--- src/rtl/pipe_ctrl_pkg.sv ---
// Shared types and constants for the pipeline hazard / interrupt controller.
package pipe_ctrl_pkg;

  // Interrupt entry sequence states.
  typedef enum logic [2:0] {
    IDLE,
    DRAIN,
    FLUSH,
    ACK,
    WAIT
  } int_state_t;

  // Register $0 is hard-wired to zero and can never create a hazard.
  localparam logic [4:0] REG_ZERO = 5'd0;

  // Default MDU latencies and counter width.
  localparam int DEF_MULT_CYCLES = 5;
  localparam int DEF_DIV_CYCLES  = 10;
  localparam int DEF_CNT_W       = 4;

endpackage

--- src/rtl/mdu_busy_counter.sv ---
// Tracks the multi-cycle mult/div unit: loads its latency on a start pulse,
// counts down to zero and pulses MduDone once the operation has finished.
module mdu_busy_counter
  import pipe_ctrl_pkg::*;
#(
  parameter int MULT_CYCLES = DEF_MULT_CYCLES,
  parameter int DIV_CYCLES  = DEF_DIV_CYCLES,
  parameter int CNT_W       = DEF_CNT_W
) (
  input  logic clk,
  input  logic reset,
  input  logic MduStartE,
  input  logic MduDivE,
  output logic MduBusy,
  output logic MduDone
);

  localparam logic [CNT_W-1:0] MULT_LOAD = CNT_W'(MULT_CYCLES);
  localparam logic [CNT_W-1:0] DIV_LOAD  = CNT_W'(DIV_CYCLES);
  localparam logic [CNT_W-1:0] CNT_ONE   = CNT_W'(1);

  logic [CNT_W-1:0] count;
  logic             load;

  // A start is accepted when idle, or when the running op ends this cycle
  // (the new op wins and no done pulse is issued for the overlapped finish).
  assign load    = MduStartE && (count <= CNT_ONE);
  assign MduBusy = (count != '0);

  // Countdown register and registered done pulse.
  // NOTE: sequential state uses non-blocking (<=) so every flop samples
  // pre-edge values; blocking (=) here would create order-dependent races.
  always_ff @(posedge clk or negedge reset) begin
    if (!reset) begin
      count   <= '0;
      MduDone <= 1'b0;
    end else begin
      if (load) begin
        count <= MduDivE ? DIV_LOAD : MULT_LOAD;
      end else if (count != '0) begin
        count <= count - CNT_ONE;
      end
      MduDone <= (count == CNT_ONE) && !load;
    end
  end

  // The D-stage MDU stall makes a start while busy impossible; flag it if seen.
  a_no_start_while_busy: assert property (
    @(posedge clk) disable iff (!reset) !(MduStartE && (count > CNT_ONE))
  );

endmodule

--- src/rtl/pipe_hazard_ctrl.sv ---
// Central stall/flush controller: load-use and MDU-use hazard detection in D,
// plus the interrupt entry sequence (drain MDU, flush E/M, acknowledge).
module pipe_hazard_ctrl
  import pipe_ctrl_pkg::*;
#(
  parameter int MULT_CYCLES = DEF_MULT_CYCLES,
  parameter int DIV_CYCLES  = DEF_DIV_CYCLES,
  parameter int CNT_W       = DEF_CNT_W
) (
  input  logic       clk,
  input  logic       reset,
  input  logic [4:0] RsD,
  input  logic [4:0] RtD,
  input  logic       UseRsD,
  input  logic       UseRtD,
  input  logic       MduUseD,
  input  logic [4:0] WriteRegE,
  input  logic       MemReadE,
  input  logic       MduStartE,
  input  logic       MduDivE,
  input  logic       IntReq,
  output logic       StallF,
  output logic       StallD,
  output logic       FlushE,
  output logic       InterruptFlush,
  output logic       IntAck,
  output logic       MduBusy,
  output logic       MduDone
);

  int_state_t state, state_next;
  logic       load_use;
  logic       mdu_stall;
  logic       hazard;

  mdu_busy_counter #(
    .MULT_CYCLES(MULT_CYCLES),
    .DIV_CYCLES (DIV_CYCLES),
    .CNT_W      (CNT_W)
  ) u_mdu_cnt (
    .clk      (clk),
    .reset    (reset),
    .MduStartE(MduStartE),
    .MduDivE  (MduDivE),
    .MduBusy  (MduBusy),
    .MduDone  (MduDone)
  );

  // A load in E feeding a source register read in D must stall one cycle.
  assign load_use  = MemReadE && (WriteRegE != REG_ZERO) &&
                     ((UseRsD && (RsD == WriteRegE)) ||
                      (UseRtD && (RtD == WriteRegE)));
  assign mdu_stall = MduUseD && MduBusy;
  assign hazard    = load_use || mdu_stall;

  // Interrupt state register.
  always_ff @(posedge clk or negedge reset) begin
    if (!reset) begin
      state <= IDLE;
    end else begin
      state <= state_next;
    end
  end

  // Next-state and output decode; FLUSH overrides DRAIN overrides hazards.
  // NOTE: every output gets a default before the case so no path leaves a
  // signal unassigned, which would otherwise infer a latch.
  always_comb begin
    state_next     = state;
    StallF         = hazard;
    StallD         = hazard;
    FlushE         = hazard;
    InterruptFlush = 1'b0;
    IntAck         = 1'b0;
    unique case (state)
      IDLE: begin
        if (IntReq) begin
          state_next = MduBusy ? DRAIN : FLUSH;
        end
      end
      DRAIN: begin
        StallF = 1'b1;
        StallD = 1'b1;
        FlushE = 1'b1;
        if (!MduBusy) begin
          state_next = FLUSH;
        end
      end
      FLUSH: begin
        StallF         = 1'b0;
        StallD         = 1'b0;
        FlushE         = 1'b1;
        InterruptFlush = 1'b1;
        state_next     = ACK;
      end
      ACK: begin
        IntAck     = 1'b1;
        state_next = WAIT;
      end
      WAIT: begin
        // Level request must drop before another interrupt can be taken.
        if (!IntReq) begin
          state_next = IDLE;
        end
      end
      default: state_next = IDLE;
    endcase
  end

endmodule

--- config.mk ---
export PLATFORM = sky130hd
export DESIGN_NAME = pipe_hazard_ctrl
export DESIGN_NICKNAME = d
export VERILOG_FILES = /design/src/rtl/pipe_ctrl_pkg.sv /design/src/rtl/mdu_busy_counter.sv /design/src/rtl/pipe_hazard_ctrl.sv
export SDC_FILE = /design/constraint.sdc
export NUM_CORES = 1
export LEC_CHECK = 0
export ABC_AREA = 0
export CAP_MARGIN = 20
export CORE_ASPECT_RATIO = 1.1
export CORE_MARGIN = 3
export CORE_UTILIZATION = 40
export DETAILED_ROUTE_END_ITERATION = 10
export PLACE_DENSITY = 0.8
export SKIP_LAST_GASP = 1
export SLEW_MARGIN = 20
export SYNTH_ARGS = -nofsm -noshare
export SYNTH_HDL_FRONTEND = slang
export SYNTH_SLANG_ARGS = --single-unit
--- constraint.sdc ---
create_clock -name clk -period 4.1 [get_ports clk]
set_clock_uncertainty 0.1 [all_clocks]
set_input_delay 0.82 -clock clk [delete_from_list [all_inputs] [get_ports clk]]
set_output_delay 0.82 -clock clk [all_outputs]
set_load 0.02 [all_outputs]
======== Yosys cells after proc, flatten, opt, wreduce, memory -nomap -nowiden ========
Index checks and enable logic that the tools add are counted.
word-level totals
  register bits ........................... 8
  input port bits ......................... 24
operators by class
  multiplexer cells ....................... 12
  $lt $le $gt $ge ......................... 1
  add/sub/neg operators ................... 1
  equality and inequality tests ........... 10
  reduce and logical (&&, ||, !) cells .... 16
operator list
  kind                   number
  $pmux W3 S5            1
  $mux W4                3
  $eq A5 B5 Y1           2
  $mux W3                3
  $logic_and A1 B1 Y1    7
  $eq A3 B2 Y1 const B   2
  $ne A2 B2 Y1 const B   3
  $reduce_bool A5 Y1     1
  $eq A4 B1 Y1 const B   1
  $le A4 B1 Y1 const B   1
  $reduce_bool A4 Y1     1
  $sub A4 B1 Y4 const B  1
  $eq A3 B1 Y1 const B   1
  $eq A3 B3 Y1 const B   1
  $logic_not A3 Y1       1
  $mux W1                3
  $reduce_and A3 Y1      1
  $logic_or A1 B1 Y1     2
  $mux W2                1
  $pmux W1 S2            1
  $reduce_bool A2 Y1     1
  $reduce_or A2 Y1       1
  $logic_not A1 Y1       1

======== Longest topological paths before layout ========
Gate-level depths: netlist of the first run.
  word-level depth ........................ 6
  gate-level depth with buffers ........... 7
  depth with buffers taken out ............ 7

======== Cells and area by module ========
A second synthesis of the first run with hierarchy kept.
second synthesis, totals
  cell total of the unflattened synthesis .. 74
  area, all modules ....................... 653.1 µm²
modules (own cells, without submodules)
  module            instances  cells each  area an instance (µm²)  seq. area each (µm²)
  pipe_hazard_ctrl  1          45          349.1                   75.1
  mdu_busy_counter  1          29          304.0                   125.1

======== Worst setup path before layout of the first run ========
OpenSTA, ideal clock, no wires.
  path kind ............................... input-to-output
  start ................................... input WriteRegE[1]
  end ..................................... output StallF
  setup slack ............................. 1.114 ns
  data required time ...................... 3.180 ns
  arrival ................................. 2.066 ns
  buffers on the path ..................... 1
  stages on the path ...................... 5
  cells stage by stage .................... or4_1 > o21a_1 > o211ai_1 > nand3_1 > buf_4
between the ends
  longest elaborated chain between the ends .. 6
ends and longest elaborated chain
  what                                    line                                            source
  from (decl)                             pipe_hazard_ctrl.sv:17                          input logic [4:0] WriteRegE,
  $eq A5 B5 Y1 (on tied branches)         pipe_hazard_ctrl.sv:51, pipe_hazard_ctrl.sv:52
  $logic_and A1 B1 Y1 (on tied branches)  pipe_hazard_ctrl.sv:51, pipe_hazard_ctrl.sv:52
  $logic_or A1 B1 Y1                      pipe_hazard_ctrl.sv:51                          ((UseRsD && (RsD == WriteRegE)) ||
  $logic_and A1 B1 Y1 *                   pipe_hazard_ctrl.sv:50                          assign load_use = MemReadE && (WriteRegE != REG_ZERO) &&
  $logic_or A1 B1 Y1 *                    pipe_hazard_ctrl.sv:54                          assign hazard = load_use || mdu_stall;
  $pmux W1 S2 *                           n/a
  to (decl)                               pipe_hazard_ctrl.sv:22                          output logic StallF,
Every way passes the cells marked *; elsewhere a longest branch is shown, timed or not.

======== Final worst setup path of the first run ========
  start ................................... input WriteRegE[1]
  end ..................................... output FlushE
between the ends
  longest elaborated chain between the ends .. 6
ends and longest elaborated chain
  what                                    line                                            source
  $eq A5 B5 Y1 (on tied branches)         pipe_hazard_ctrl.sv:51, pipe_hazard_ctrl.sv:52
  $logic_and A1 B1 Y1 (on tied branches)  pipe_hazard_ctrl.sv:51, pipe_hazard_ctrl.sv:52
  $logic_or A1 B1 Y1                      pipe_hazard_ctrl.sv:51
  $logic_and A1 B1 Y1 *                   pipe_hazard_ctrl.sv:50
  $logic_or A1 B1 Y1 *                    pipe_hazard_ctrl.sv:54
  $mux W1 *                               pipe_hazard_ctrl.sv:75                          unique case (state)
  to (decl)                               pipe_hazard_ctrl.sv:24                          output logic FlushE,
Marked as above.

==> impl_metrics.toml, run 1 <==
[outcome]
status = "completed"

[layout]
n_antenna_cell = 0
syn_to_final_growth_pct = 51.8
layout_commonest_cell = "clkdlybuf4s50_1"
final_cell_mix = "30 x clkdlybuf4s50_1, 12 x xnor2_1, 8 x dfrtp_1, 7 x nor2_1"
drive_gt1_share_pct = 4.90
nFillCells = 122
nets = 130

[power]
p_leak_nw = 0.374
power_density_mw_per_mm2 = 560
power_mw = 0.532
ir_drop_uv = 350

[critical_path]
worstSetupPathType = "input pin to primary output"
startpoint_type = "input pin"
reg2reg_to = "u_mdu_cnt.count[1]"
worst_ep_required_time_ns = 3.18
critPathMaxFanout = 3
crit_start = "WriteRegE[1]"
cp-end-kind = "primary output"
reg2reg_slack_ns = 2.29
worstReg2RegStart = "u_mdu_cnt.count[0]"
critical_path_arrival_ns = 2.82
r2r.worst_path.cells = 7

[detailed_routing]
via_per_inst = 5.38
drt_pass1_iterations = 4
drtIter0Drc = 6
via_count = 635
final_antenna_net_count = 0
avgRoutedWirePerCell_um = 13.7
drc_errors = 0
routed_wl_um = 1620

[placement]
portBuffers = 30
dp_hpwl_um = 1310
dp_slack_ns = 0.358
gp_congestion = 0.747

[global_route]
antenna_found_initial = 0
met3_usage_pct = 4.89
grt_pass1_wl_um = 2570
met2_usage_pct = 31.1
grt_overflow = 0
grt_start_max_net_pins = 10
grtUsageMet1_pct = 18.1
grtUsageTotal_pct = 17.2
globalRoute.busiestLayer = "met2"
grt_pass1_vias = 617

[sta]
fin_crit_sh_pct = 91.3
finalSetupTns_ns = 0
relSlewSlack_pct = 72.3
worst_pin_slew_ns = 0.413
period_minus_slack_ns = 3.74
grt_setup_unrepaired = "no"
slew_viol_final = 0
finalHoldViolations = 0
fmax_mhz = 267
fin_ws_ns = 0.356
setup_viol = 0

[worst_hold_path]
holdPathEnd = "u_mdu_cnt.MduDone"
whs_path_depth = 1
worst_hold_path_type = "flip-flop to flip-flop"
min-delay-start = "u_mdu_cnt.count[2]"

[cts]
cts_root_buffer = "clkbuf_4"
cts_buffers = 3
clockBufferDepth = 2
cts_tree = "built"
clk_pin_slew_ns = 0.05
ctsHoldBuffers = 0
post_cts_buffers = 0
cts_max_level = 1
cts_resized = 0
clock-sinks = 8
insertion_delay_ns = 0.26

[job]
maxCapViolations = 0

[floorplanning]
start_util_pct = 44.1
pin_count = 31
rows = 14
die_area_mm2 = 0.00208
core_area_mm2 = 0.00142
die_h_um = 47.5
fp.dieW_um = 43.7

[synth]
synth_mux_area_share_pct = 0
yosys.area_share.simple_pct = 21.2
synthXorXnorAreaFrac_pct = 18.2
syn_avg_cell_area_um2 = 8.57
synth_top_family_by_area = "simple AND/OR/NAND/NOR gates"
synthAdderAreaFrac_pct = 4.00
yosysWarningCount = 0
ys_types = 27
synth_area_um2 = 626
synth_compound_area_share_pct = 19.8
yosysSeqAreaShare_pct = 32.0
syn_nets = 99
ys_ff_latch = 8
synthCells = 73
==> sequential cells by signal, indices dropped and copies added, names as in the netlist <==
| signal | flops |
|---|---|
| u_mdu_cnt.MduDone | 1 |
| state | 3 |
| u_mdu_cnt.count | 4 |
==> routing by layer <==
metal | part of all wire (%) | wire length, um
met4 | 3.6 | 58
met1 | 37 | 606
met2 | 51 | 827
met3 | 8.0 | 129
met5 | 0 | 0
==> critical path: stages <==
cell	delay [ns]
clkdlybuf4s50_1	0.47
or4_1	0.55
o21a_1	0.22
a22oi_2	0.15
o21ai_1	0.08
clkdlybuf4s50_1	0.54
==> worst max path at each step <==
stage	endpoint	slack, ns	cells after the start
floorplan	StallF	1.11	5
global placement	FlushE	0.38	6
detailed placement	StallF	0.36	7
CTS	FlushE	0.35	6
global route	StallF	0.26	7
finish	FlushE	0.36	6
==> report_power, final <==
part           switching (mW)  total (mW)  internal (mW)
combinational           0.148       0.307          0.159
sequential             0.0501       0.165          0.115
clock                  0.0271      0.0606         0.0335
total                   0.225       0.532          0.307
==> cell type report <==
class                   count  area (um2)  area share (%)
repair buffers             30         300            31.6
well taps                  16        20.0            2.11
multi-input cells          58         395            41.6
flip-flops and latches      8         200            21.1
inverters                   3        11.3            1.19
clock buffers               3        22.5            2.37
==> metrics by stage <==
stage,area [um2],cells,utilization (%),hold slack [ns]
6_report,950,118,66.9,0.435
5_1_grt,950,118,66.9,0.465
4_1_cts,950,118,66.9,0.440
3_5_place_dp,927,115,65.3,0.433
3_3_place_gp,927,115,65.3,0.435
2_1_floorplan,626,73,-,0.390
==> logic make-up (layout without fill, tap and decap cells) <==
kind of cell	after synthesis	after routing
xor+xnor	13	13
simple gates	25	25
compound gates	18	18
fa+ha+maj	2	2
flops	8	8
buf+inv	7	36
==> Yosys cell counts, drive strengths merged <==
cell / instances / area share [%]
dfrtp: 8 / 32
buf: 1 / 1.2
xnor2: 12 / 17
nor3b: 1 / 1.2
nand3: 2 / 1.6
o211a: 1 / 1.6
ha: 2 / 4.0
inv: 3 / 1.8
a31o: 1 / 1.4
a311oi: 1 / 1.4
a22oi: 1 / 2.0
xor2: 1 / 1.4
o21ai: 4 / 3.2
a21oi: 4 / 3.2
o211ai: 2 / 2.4
or4: 1 / 1.2
nand2: 5 / 4.2
o22ai: 1 / 1.0
nand4: 2 / 2.0
clkbuf: 3 / 1.8
o21a: 3 / 3.6
nor4b: 1 / 1.4
nor2: 7 / 4.2
nor3: 3 / 2.4
nand2b: 3 / 3.0
(Power assumes the default switching activity.)
==> run 2, diff against run 1 <==
Settings changed: SKIP_LAST_GASP 1 to not set.
==> results of run 2 <==
Final layout, timing and power as in run 1 (identical DEF).
==> run 3, diff against run 2 <==
Settings changed: CTS_CLUSTER_SIZE set to 20.
==> results of run 3 <==
Final layout, timing and power as in run 1 (identical DEF).
